**src/rtl/pipelined_datapath_if.sv**
```systemverilog
// Purpose: issue, external-load, debug and result/flag signals of the pipelined datapath.
// Latency: none, this is wiring only. The datapath timing lives in pipelined_datapath.
// Backpressure: only the ext load port has any (ext_ready). Issue is always accepted.
interface pipelined_datapath_if #(
  parameter int DATA_W   = 8,
  parameter int NUM_REGS = 16
);
  localparam int ADDR_W = $clog2(NUM_REGS);

  logic              issue_valid;
  logic [3:0]        opcode;
  logic [ADDR_W-1:0] ra_addr;
  logic [ADDR_W-1:0] rb_addr;
  logic [ADDR_W-1:0] wa_addr;
  logic              ext_we;
  logic [ADDR_W-1:0] ext_addr;
  logic [DATA_W-1:0] ext_data;
  logic              ext_ready;
  logic [ADDR_W-1:0] dbg_addr;
  logic [DATA_W-1:0] dbg_data;
  logic              res_valid;
  logic [DATA_W-1:0] res_data;
  logic [ADDR_W-1:0] res_dest;
  logic              flag_zero;
  logic              flag_carry;

  // Issue/load side: decoder, external loader and debug reader.
  modport master (
    output issue_valid, opcode, ra_addr, rb_addr, wa_addr,
    output ext_we, ext_addr, ext_data, dbg_addr,
    input  ext_ready, dbg_data, res_valid, res_data, res_dest, flag_zero, flag_carry
  );

  // Datapath side.
  modport slave (
    input  issue_valid, opcode, ra_addr, rb_addr, wa_addr,
    input  ext_we, ext_addr, ext_data, dbg_addr,
    output ext_ready, dbg_data, res_valid, res_data, res_dest, flag_zero, flag_carry
  );
endinterface

```
**src/rtl/pipelined_datapath.sv**
```systemverilog
// Purpose: two-stage (issue/read, execute/writeback) regfile + ALU with forwarding and registered flags.
// Latency: an op issued in cycle N executes in N+1. res_* and the flags are valid during N+2.
// Backpressure: issue never stalls. An ext load is refused (ext_ready=0) while EX owns the write port.
module pipelined_datapath #(
  parameter int DATA_W   = 8,
  parameter int NUM_REGS = 16
) (
  input  logic                  clk,
  input  logic                  rst_n,
  pipelined_datapath_if.slave   bus
);
  localparam int ADDR_W = $clog2(NUM_REGS);

  localparam logic [3:0] OP_ADD = 4'd0;
  localparam logic [3:0] OP_SUB = 4'd1;
  localparam logic [3:0] OP_AND = 4'd2;
  localparam logic [3:0] OP_OR  = 4'd3;
  localparam logic [3:0] OP_XOR = 4'd4;
  localparam logic [3:0] OP_NOT = 4'd5;
  localparam logic [3:0] OP_SHL = 4'd6;
  localparam logic [3:0] OP_SHR = 4'd7;
  localparam logic [3:0] OP_PSA = 4'd8;
  localparam logic [3:0] OP_PSB = 4'd9;
  localparam logic [3:0] OP_ADC = 4'd10;
  localparam logic [3:0] OP_SBB = 4'd11;
  localparam logic [3:0] OP_CMP = 4'd12;

  logic [DATA_W-1:0] r_regs [NUM_REGS];

  logic              r_ex_valid;
  logic [3:0]        r_ex_op;
  logic [DATA_W-1:0] r_ex_a;
  logic [DATA_W-1:0] r_ex_b;
  logic [ADDR_W-1:0] r_ex_wa;

  logic              r_res_valid;
  logic [DATA_W-1:0] r_res_data;
  logic [ADDR_W-1:0] r_res_dest;
  logic              r_flag_z;
  logic              r_flag_c;

  logic [DATA_W:0]   w_sum;
  logic [DATA_W-1:0] w_res;
  logic              w_c_new;
  logic              w_res_vld;
  logic              w_ex_wr;
  logic              w_ext_rdy;
  logic              w_ext_acc;
  logic [DATA_W-1:0] w_ra_val;
  logic [DATA_W-1:0] w_rb_val;

  // EX-stage ALU. Carry defaults to the held flag, so logic/pass ops leave it unchanged.
  always_comb begin
    w_sum   = '0;
    w_res   = '0;
    w_c_new = r_flag_c;
    case (r_ex_op)
      OP_ADD: begin
        w_sum   = {1'b0, r_ex_a} + {1'b0, r_ex_b};
        w_res   = w_sum[DATA_W-1:0];
        w_c_new = w_sum[DATA_W];
      end
      OP_SUB, OP_CMP: begin
        // Bit DATA_W of the widened difference is the borrow, i.e. a < b.
        w_sum   = {1'b0, r_ex_a} - {1'b0, r_ex_b};
        w_res   = w_sum[DATA_W-1:0];
        w_c_new = w_sum[DATA_W];
      end
      OP_AND: w_res = r_ex_a & r_ex_b;
      OP_OR:  w_res = r_ex_a | r_ex_b;
      OP_XOR: w_res = r_ex_a ^ r_ex_b;
      OP_NOT: w_res = ~r_ex_a;
      OP_SHL: begin
        w_res   = {r_ex_a[DATA_W-2:0], 1'b0};
        w_c_new = r_ex_a[DATA_W-1];
      end
      OP_SHR: begin
        w_res   = {1'b0, r_ex_a[DATA_W-1:1]};
        w_c_new = r_ex_a[0];
      end
      OP_PSA: w_res = r_ex_a;
      OP_PSB: w_res = r_ex_b;
      OP_ADC: begin
        w_sum   = {1'b0, r_ex_a} + {1'b0, r_ex_b} + {{DATA_W{1'b0}}, r_flag_c};
        w_res   = w_sum[DATA_W-1:0];
        w_c_new = w_sum[DATA_W];
      end
      OP_SBB: begin
        w_sum   = {1'b0, r_ex_a} - {1'b0, r_ex_b} - {{DATA_W{1'b0}}, r_flag_c};
        w_res   = w_sum[DATA_W-1:0];
        w_c_new = w_sum[DATA_W];
      end
      default: ;
    endcase
  end

  // Opcodes 0-12 produce a result and update flags. Only 0-11 own the write port.
  assign w_res_vld = r_ex_valid && (r_ex_op <= OP_CMP);
  assign w_ex_wr   = r_ex_valid && (r_ex_op <= OP_SBB);
  assign w_ext_rdy = !w_ex_wr;
  assign w_ext_acc = bus.ext_we && w_ext_rdy;

  // IS-stage operand read: EX result first, then the ext write landing this edge, then the regfile.
  always_comb begin
    w_ra_val = r_regs[bus.ra_addr];
    w_rb_val = r_regs[bus.rb_addr];
    if (w_ex_wr && (r_ex_wa == bus.ra_addr)) begin
      w_ra_val = w_res;
    end else if (w_ext_acc && (bus.ext_addr == bus.ra_addr)) begin
      w_ra_val = bus.ext_data;
    end
    if (w_ex_wr && (r_ex_wa == bus.rb_addr)) begin
      w_rb_val = w_res;
    end else if (w_ext_acc && (bus.ext_addr == bus.rb_addr)) begin
      w_rb_val = bus.ext_data;
    end
  end

  // Single regfile write port: EX writeback, else an accepted ext load.
  always_ff @(posedge clk) begin
    if (!rst_n) begin
      for (int i = 0; i < NUM_REGS; i++) begin
        r_regs[i] <= '0;
      end
    end else if (w_ex_wr) begin
      r_regs[r_ex_wa] <= w_res;
    end else if (w_ext_acc) begin
      r_regs[bus.ext_addr] <= bus.ext_data;
    end
  end

  // EX pipeline register. Payload is captured every cycle and qualified by r_ex_valid.
  always_ff @(posedge clk) begin
    if (!rst_n) begin
      r_ex_valid <= 1'b0;
      r_ex_op    <= '0;
      r_ex_a     <= '0;
      r_ex_b     <= '0;
      r_ex_wa    <= '0;
    end else begin
      r_ex_valid <= bus.issue_valid;
      r_ex_op    <= bus.opcode;
      r_ex_a     <= w_ra_val;
      r_ex_b     <= w_rb_val;
      r_ex_wa    <= bus.wa_addr;
    end
  end

  // Result stream and flags. Both hold their value across NOPs and idle cycles.
  always_ff @(posedge clk) begin
    if (!rst_n) begin
      r_res_valid <= 1'b0;
      r_res_data  <= '0;
      r_res_dest  <= '0;
      r_flag_z    <= 1'b0;
      r_flag_c    <= 1'b0;
    end else if (w_res_vld) begin
      r_res_valid <= 1'b1;
      r_res_data  <= w_res;
      r_res_dest  <= r_ex_wa;
      r_flag_z    <= (w_res == '0);
      r_flag_c    <= w_c_new;
    end else begin
      r_res_valid <= 1'b0;
    end
  end

  assign bus.ext_ready  = w_ext_rdy;
  assign bus.dbg_data   = r_regs[bus.dbg_addr];
  assign bus.res_valid  = r_res_valid;
  assign bus.res_data   = r_res_data;
  assign bus.res_dest   = r_res_dest;
  assign bus.flag_zero  = r_flag_z;
  assign bus.flag_carry = r_flag_c;
endmodule

```
**src/flat_wrapper.sv**
```systemverilog
// flat-port wrapper written by rule: the top's interface ports become plain ports
module pipelined_datapath_flat 
#(
  parameter int DATA_W   = 8,
  parameter int NUM_REGS = 16
)
  (clk, rst_n, bus_issue_valid, bus_opcode, bus_ra_addr, bus_rb_addr, bus_wa_addr, bus_ext_we, bus_ext_addr, bus_ext_data, bus_dbg_addr, bus_ext_ready, bus_dbg_data, bus_res_valid, bus_res_data, bus_res_dest, bus_flag_zero, bus_flag_carry);
  pipelined_datapath_if #(.DATA_W(DATA_W), .NUM_REGS(NUM_REGS)) bus_i ();
  input  logic clk;
  input  logic rst_n;
  input wire logic [$bits(bus_i.issue_valid)-1:0] bus_issue_valid;
  input wire logic [$bits(bus_i.opcode)-1:0] bus_opcode;
  input wire logic [$bits(bus_i.ra_addr)-1:0] bus_ra_addr;
  input wire logic [$bits(bus_i.rb_addr)-1:0] bus_rb_addr;
  input wire logic [$bits(bus_i.wa_addr)-1:0] bus_wa_addr;
  input wire logic [$bits(bus_i.ext_we)-1:0] bus_ext_we;
  input wire logic [$bits(bus_i.ext_addr)-1:0] bus_ext_addr;
  input wire logic [$bits(bus_i.ext_data)-1:0] bus_ext_data;
  input wire logic [$bits(bus_i.dbg_addr)-1:0] bus_dbg_addr;
  output wire logic [$bits(bus_i.ext_ready)-1:0] bus_ext_ready;
  output wire logic [$bits(bus_i.dbg_data)-1:0] bus_dbg_data;
  output wire logic [$bits(bus_i.res_valid)-1:0] bus_res_valid;
  output wire logic [$bits(bus_i.res_data)-1:0] bus_res_data;
  output wire logic [$bits(bus_i.res_dest)-1:0] bus_res_dest;
  output wire logic [$bits(bus_i.flag_zero)-1:0] bus_flag_zero;
  output wire logic [$bits(bus_i.flag_carry)-1:0] bus_flag_carry;
  assign bus_i.issue_valid = bus_issue_valid;
  assign bus_i.opcode = bus_opcode;
  assign bus_i.ra_addr = bus_ra_addr;
  assign bus_i.rb_addr = bus_rb_addr;
  assign bus_i.wa_addr = bus_wa_addr;
  assign bus_i.ext_we = bus_ext_we;
  assign bus_i.ext_addr = bus_ext_addr;
  assign bus_i.ext_data = bus_ext_data;
  assign bus_i.dbg_addr = bus_dbg_addr;
  assign bus_ext_ready = bus_i.ext_ready;
  assign bus_dbg_data = bus_i.dbg_data;
  assign bus_res_valid = bus_i.res_valid;
  assign bus_res_data = bus_i.res_data;
  assign bus_res_dest = bus_i.res_dest;
  assign bus_flag_zero = bus_i.flag_zero;
  assign bus_flag_carry = bus_i.flag_carry;
  pipelined_datapath #(.DATA_W(DATA_W), .NUM_REGS(NUM_REGS)) u_core (.clk(clk), .rst_n(rst_n), .bus(bus_i));
endmodule
```
**config.mk**
```make
export PLATFORM = sky130hd
export DESIGN_NAME = pipelined_datapath_flat
export DESIGN_NICKNAME = d
export VERILOG_FILES = /design/src/rtl/pipelined_datapath_if.sv /design/src/rtl/pipelined_datapath.sv /design/src/flat_wrapper.sv
export SDC_FILE = /design/constraint.sdc
export NUM_CORES = 1
export LEC_CHECK = 0
export ABC_AREA = 1
export CORE_MARGIN = 2
export CORE_UTILIZATION = 56
export CTS_CLUSTER_SIZE = 40
export DETAILED_ROUTE_END_ITERATION = 10
export PLACE_DENSITY = 0.76
export REMOVE_ABC_BUFFERS = 1
export SYNTH_ARGS = -nofsm -noshare
export SYNTH_HDL_FRONTEND = slang
export SYNTH_SLANG_ARGS = --single-unit
```
**constraint.sdc**
```tcl
create_clock -name clk -period 2.7 [get_ports clk]
set_input_delay 0.27 -clock clk [delete_from_list [all_inputs] [get_ports clk]]
set_output_delay 0.27 -clock clk [all_outputs]
set_load 0.01 [all_outputs]
```
==> qor.yml <==
outcome:
  outcome: "complete, but fails checks"
  violations: "setup timing"
routing:
  avgRoutedWirePerCell_um: 20.7
  dr_total_vias: 12900
  postRouteAntennaNets: 0
  drt-total-wl_mm: 43.5
  drc: 0
  drt-initial-drc-count: 1591
  first_pass_iters: 6
  viasPerCell: 6.14
synthesis:
  seq_area_frac_synth: 0.382
  netlist_area_sq_um: 12200
  ys.flop_type: "edfxtp_1"
  syn_inst: 1696
  yosys.area.top_type: "edfxtp_1"
  synth_edf_count: 128
  synth.area.top_cells: "edfxtp_1 32%, nand2_1 9.1%, o21ai_0 8.8%"
  synth_cell_types: 49
  syn_avg_cell_area_sq_um: 7.17
  yosys.area.top_type_share: 0.316
  ys_ff_latch: 168
  ys_warn_count: 0
  async_flop_share: 0
sta:
  hold_viol: 0
  slew_headroom: 0.585
  min_period_ns: 2.74
  tns_ns: -0.221
  final_max_slew_viol_count: 0
  rsz0062_at_grt: "true"
  fin_hold_ws_ns: 0.168
  worst_pin_slew_ns: 0.623
  post-route-period-util: 1.01
  setup_ws_ns: -0.0403
  setup_viol: 10
  max_freq_ghz: 0.365
  fin_worst_skew_ns: 0.0119
finish:
  fill_cells: 1752
  finalInstanceArea_sq_um: 15000
  fin_util: 0.708
  layout.cells.non_filler: 2103
  layout-drive-gt1-share: 0.187
  nets: 1884
  area_growth_pct: 23.1
global_route:
  grt_max_degree: 117
  overflow: 0
  first_global_vias: 11700
  track_usage: 0.383
  grt_pass1_wl_mm: 65.2
  antenna_found_initial: 1
floorplan:
  ioPinCount: 60
  die_y_um: 151
  initial_utilization: 0.575
  core_sq_um: 21200
  die_area_sq_um: 22900
  rows: 53
  die_x_um: 151
placement:
  port_buffers: 59
  gp_congestion: 1.05
  dp_cells: 2054
  dp_hpwl_mm: 31.1
  place_area_sq_um: 13800
power:
  ir_worst_vdd_v: 0.000487
  power_density_nw_per_um2: 539
  p_leak_nw: 6.25
critical_path:
  crit_path_start_kind: "register"
  path_max_fanout: 9
  arrival_ns: 2.92
  reg2reg_depth: 15
  end_kind: "register"
  cp.required_ns: 2.88
  critPathKind: "reg -> reg"
clock_tree:
  cts_tree: "done"
  clock_sinks: 168
  numCtsBuffers: 17
  cts_max_path_buffers: 2
  cts_max_level: 4
  clkTransAtPathRegs_ns: 0.07
  cts_root_buf: "clkbuf_16"
  clkLatencyLatePin_ns: 0.43
job:
  drv_cap: 0
hold_path:
  hold_depth: 3
  hold_path.class: "in -> reg"
[logic make-up (layout without fill, tap and decap cells)]
group	after synthesis	in the layout	share of synthesized area
DFF	168	168	0.382
and+or+nand+nor	700	700	0.254
AOI/OAI and AO/OA	492	492	0.223
buffers and inverters	296	427	0.100
xor gates and xnor gates	6	6	0.00432
adders and majority gates	34	34	0.0362
other	0	1	0
[final cells by class]
type | instances | area (sq um) | share of cell area
antenna | 1 | 2.50 | 0.000167
clock buffer | 18 | 429 | 0.0287
clock inverter | 14 | 164 | 0.0110
inverter | 189 | 724 | 0.0484
multi-input combinational | 1232 | 6690 | 0.447
sequential | 168 | 4650 | 0.311
tap | 275 | 344 | 0.0230
timing repair buffer | 206 | 1960 | 0.131
[where the power goes]
| part | total, mW | switching (mW) | leakage [nW] | internal (mW) |
|---|---|---|---|---|
| registers | 3.00 | 0.0872 | 1.66 | 2.91 |
| logic | 2.56 | 1.60 | 4.31 | 0.956 |
| clock network | 2.51 | 1.11 | 0.288 | 1.39 |
[per-stage QoR]
step                      setup WS (ns)  power [mW]
after floorplan                   0.147        4.17
after global placement          -0.0272        5.30
after detailed placement        -0.0756        5.32
after CTS                       -0.0290        7.91
after global routing             -0.128        8.34
final                           -0.0403        8.06
[sequential cells by signal, indices dropped and copies added, names as in the netlist]
register	flops
u_core.r_ex_op	4
u_core.r_ex_b	8
u_core.r_ex_valid	1
u_core.r_ex_wa	4
u_core.bus.res_dest	4
u_core.bus.flag_carry	1
u_core.r_regs	128
u_core.bus.flag_zero	1
u_core.bus.res_data	8
u_core.bus.res_valid	1
u_core.r_ex_a	8
[path summary, 6_finish.rpt]
| check | slack, ns | start | end |
|---|---|---|---|
| worst max-delay path | -0.04 | u_core.r_ex_b[0] | u_core.r_regs[14][6] |
| worst min-delay path | 0.17 | rst_n | u_core.r_ex_valid |
| worst min register to register | 0.47 | u_core.bus.flag_zero | u_core.bus.flag_zero |
| worst max register to register | -0.04 | u_core.r_ex_b[0] | u_core.r_regs[14][6] |
[synth_stat cells, types with 2 or more instances]
cell,n
edfxtp_1,128
fa_1,2
o22ai_1,16
a21oi_1,176
o21ai_1,2
o2111ai_1,2
buf_2,15
inv_4,2
nand3_2,6
o221ai_1,13
inv_1,170
a31oi_1,10
nor2_2,5
o31ai_1,2
o21ai_2,9
nand3b_1,2
nand2_1,296
o21ai_0,214
nor3_2,3
a211oi_1,3
clkbuf_1,70
nand2_2,16
nor2_4,14
or2_2,2
nand3_1,124
nor2_1,208
o211ai_1,43
buf_1,10
ha_1,32
nand2_4,2
xor2_1,6
buf_4,6
nand4_1,14
dfxtp_1,40
buf_6,5
inv_2,15
[layer usage]
metal	GRT usage	part of all wire	wire length (um)
met1	0.463	0.36	15900
met3	0.0798	0.10	4370
met2	0.618	0.46	20100
met5	0	0	0
met4	0.250	0.073	3160
[what timing repair did]
item,CTS,global route
hold buffers,0,0
cloned,2,0
buffers inserted,8,10
setup endpoints to repair,64,190
gates resized for setup,41,74
pin swaps,2,41
[critical path: stages (launching register included)]
cell and delay [ns]:
dfxtp_4 0.37, ha_4 0.17, fa_2 0.62, ha_4 0.16
inv_4 0.04, nor2_4 0.08, nand3_2 0.10, inv_2 0.08
nand2_4 0.06, nor2_4 0.13, nand2_2 0.07, nand3_2 0.09
nand3_2 0.11, nand3_4 0.13, buf_12 0.19, a21oi_2 0.07
[placed cells by master (no fill, tap or decap), types with 3 or more instances in the layout]
| cell type | synthesis | routed |
|---|---|---|
| nand2_1 | 296 | 286 |
| o21ai_0 | 214 | 210 |
| nor2_1 | 208 | 191 |
| inv_1 | 170 | 165 |
| a21oi_1 | 176 | 159 |
| edfxtp_1 | 128 | 128 |
| buf_4 | 6 | 124 |
| nand3_1 | 124 | 115 |
| clkdlybuf4s50_1 | 0 | 52 |
| o211ai_1 | 43 | 43 |
| dfxtp_1 | 40 | 36 |
| nand2_2 | 16 | 23 |
| nor2_4 | 14 | 23 |
| buf_12 | 1 | 23 |
| ha_1 | 32 | 19 |
| inv_2 | 15 | 18 |
| a21oi_2 | 1 | 18 |
| clkbuf_16 | 0 | 17 |
| o22ai_1 | 16 | 16 |
| nand4_1 | 14 | 14 |
| nand3_2 | 6 | 14 |
| o221ai_1 | 13 | 13 |
| nor2_2 | 5 | 13 |
| a31oi_1 | 10 | 10 |
| o21ai_2 | 9 | 9 |
| ha_4 | 0 | 8 |
| xor2_1 | 6 | 6 |
| nand2_4 | 2 | 5 |
| ha_2 | 0 | 5 |
| buf_2 | 15 | 5 |
| inv_4 | 2 | 4 |
| inv_6 | 1 | 4 |
| o21ai_1 | 2 | 4 |
| inv_8 | 0 | 4 |
| nor3_2 | 3 | 3 |
| clkinv_1 | 1 | 3 |
| a211oi_1 | 3 | 3 |
Note: power is estimated with default switching activity, not from simulation.
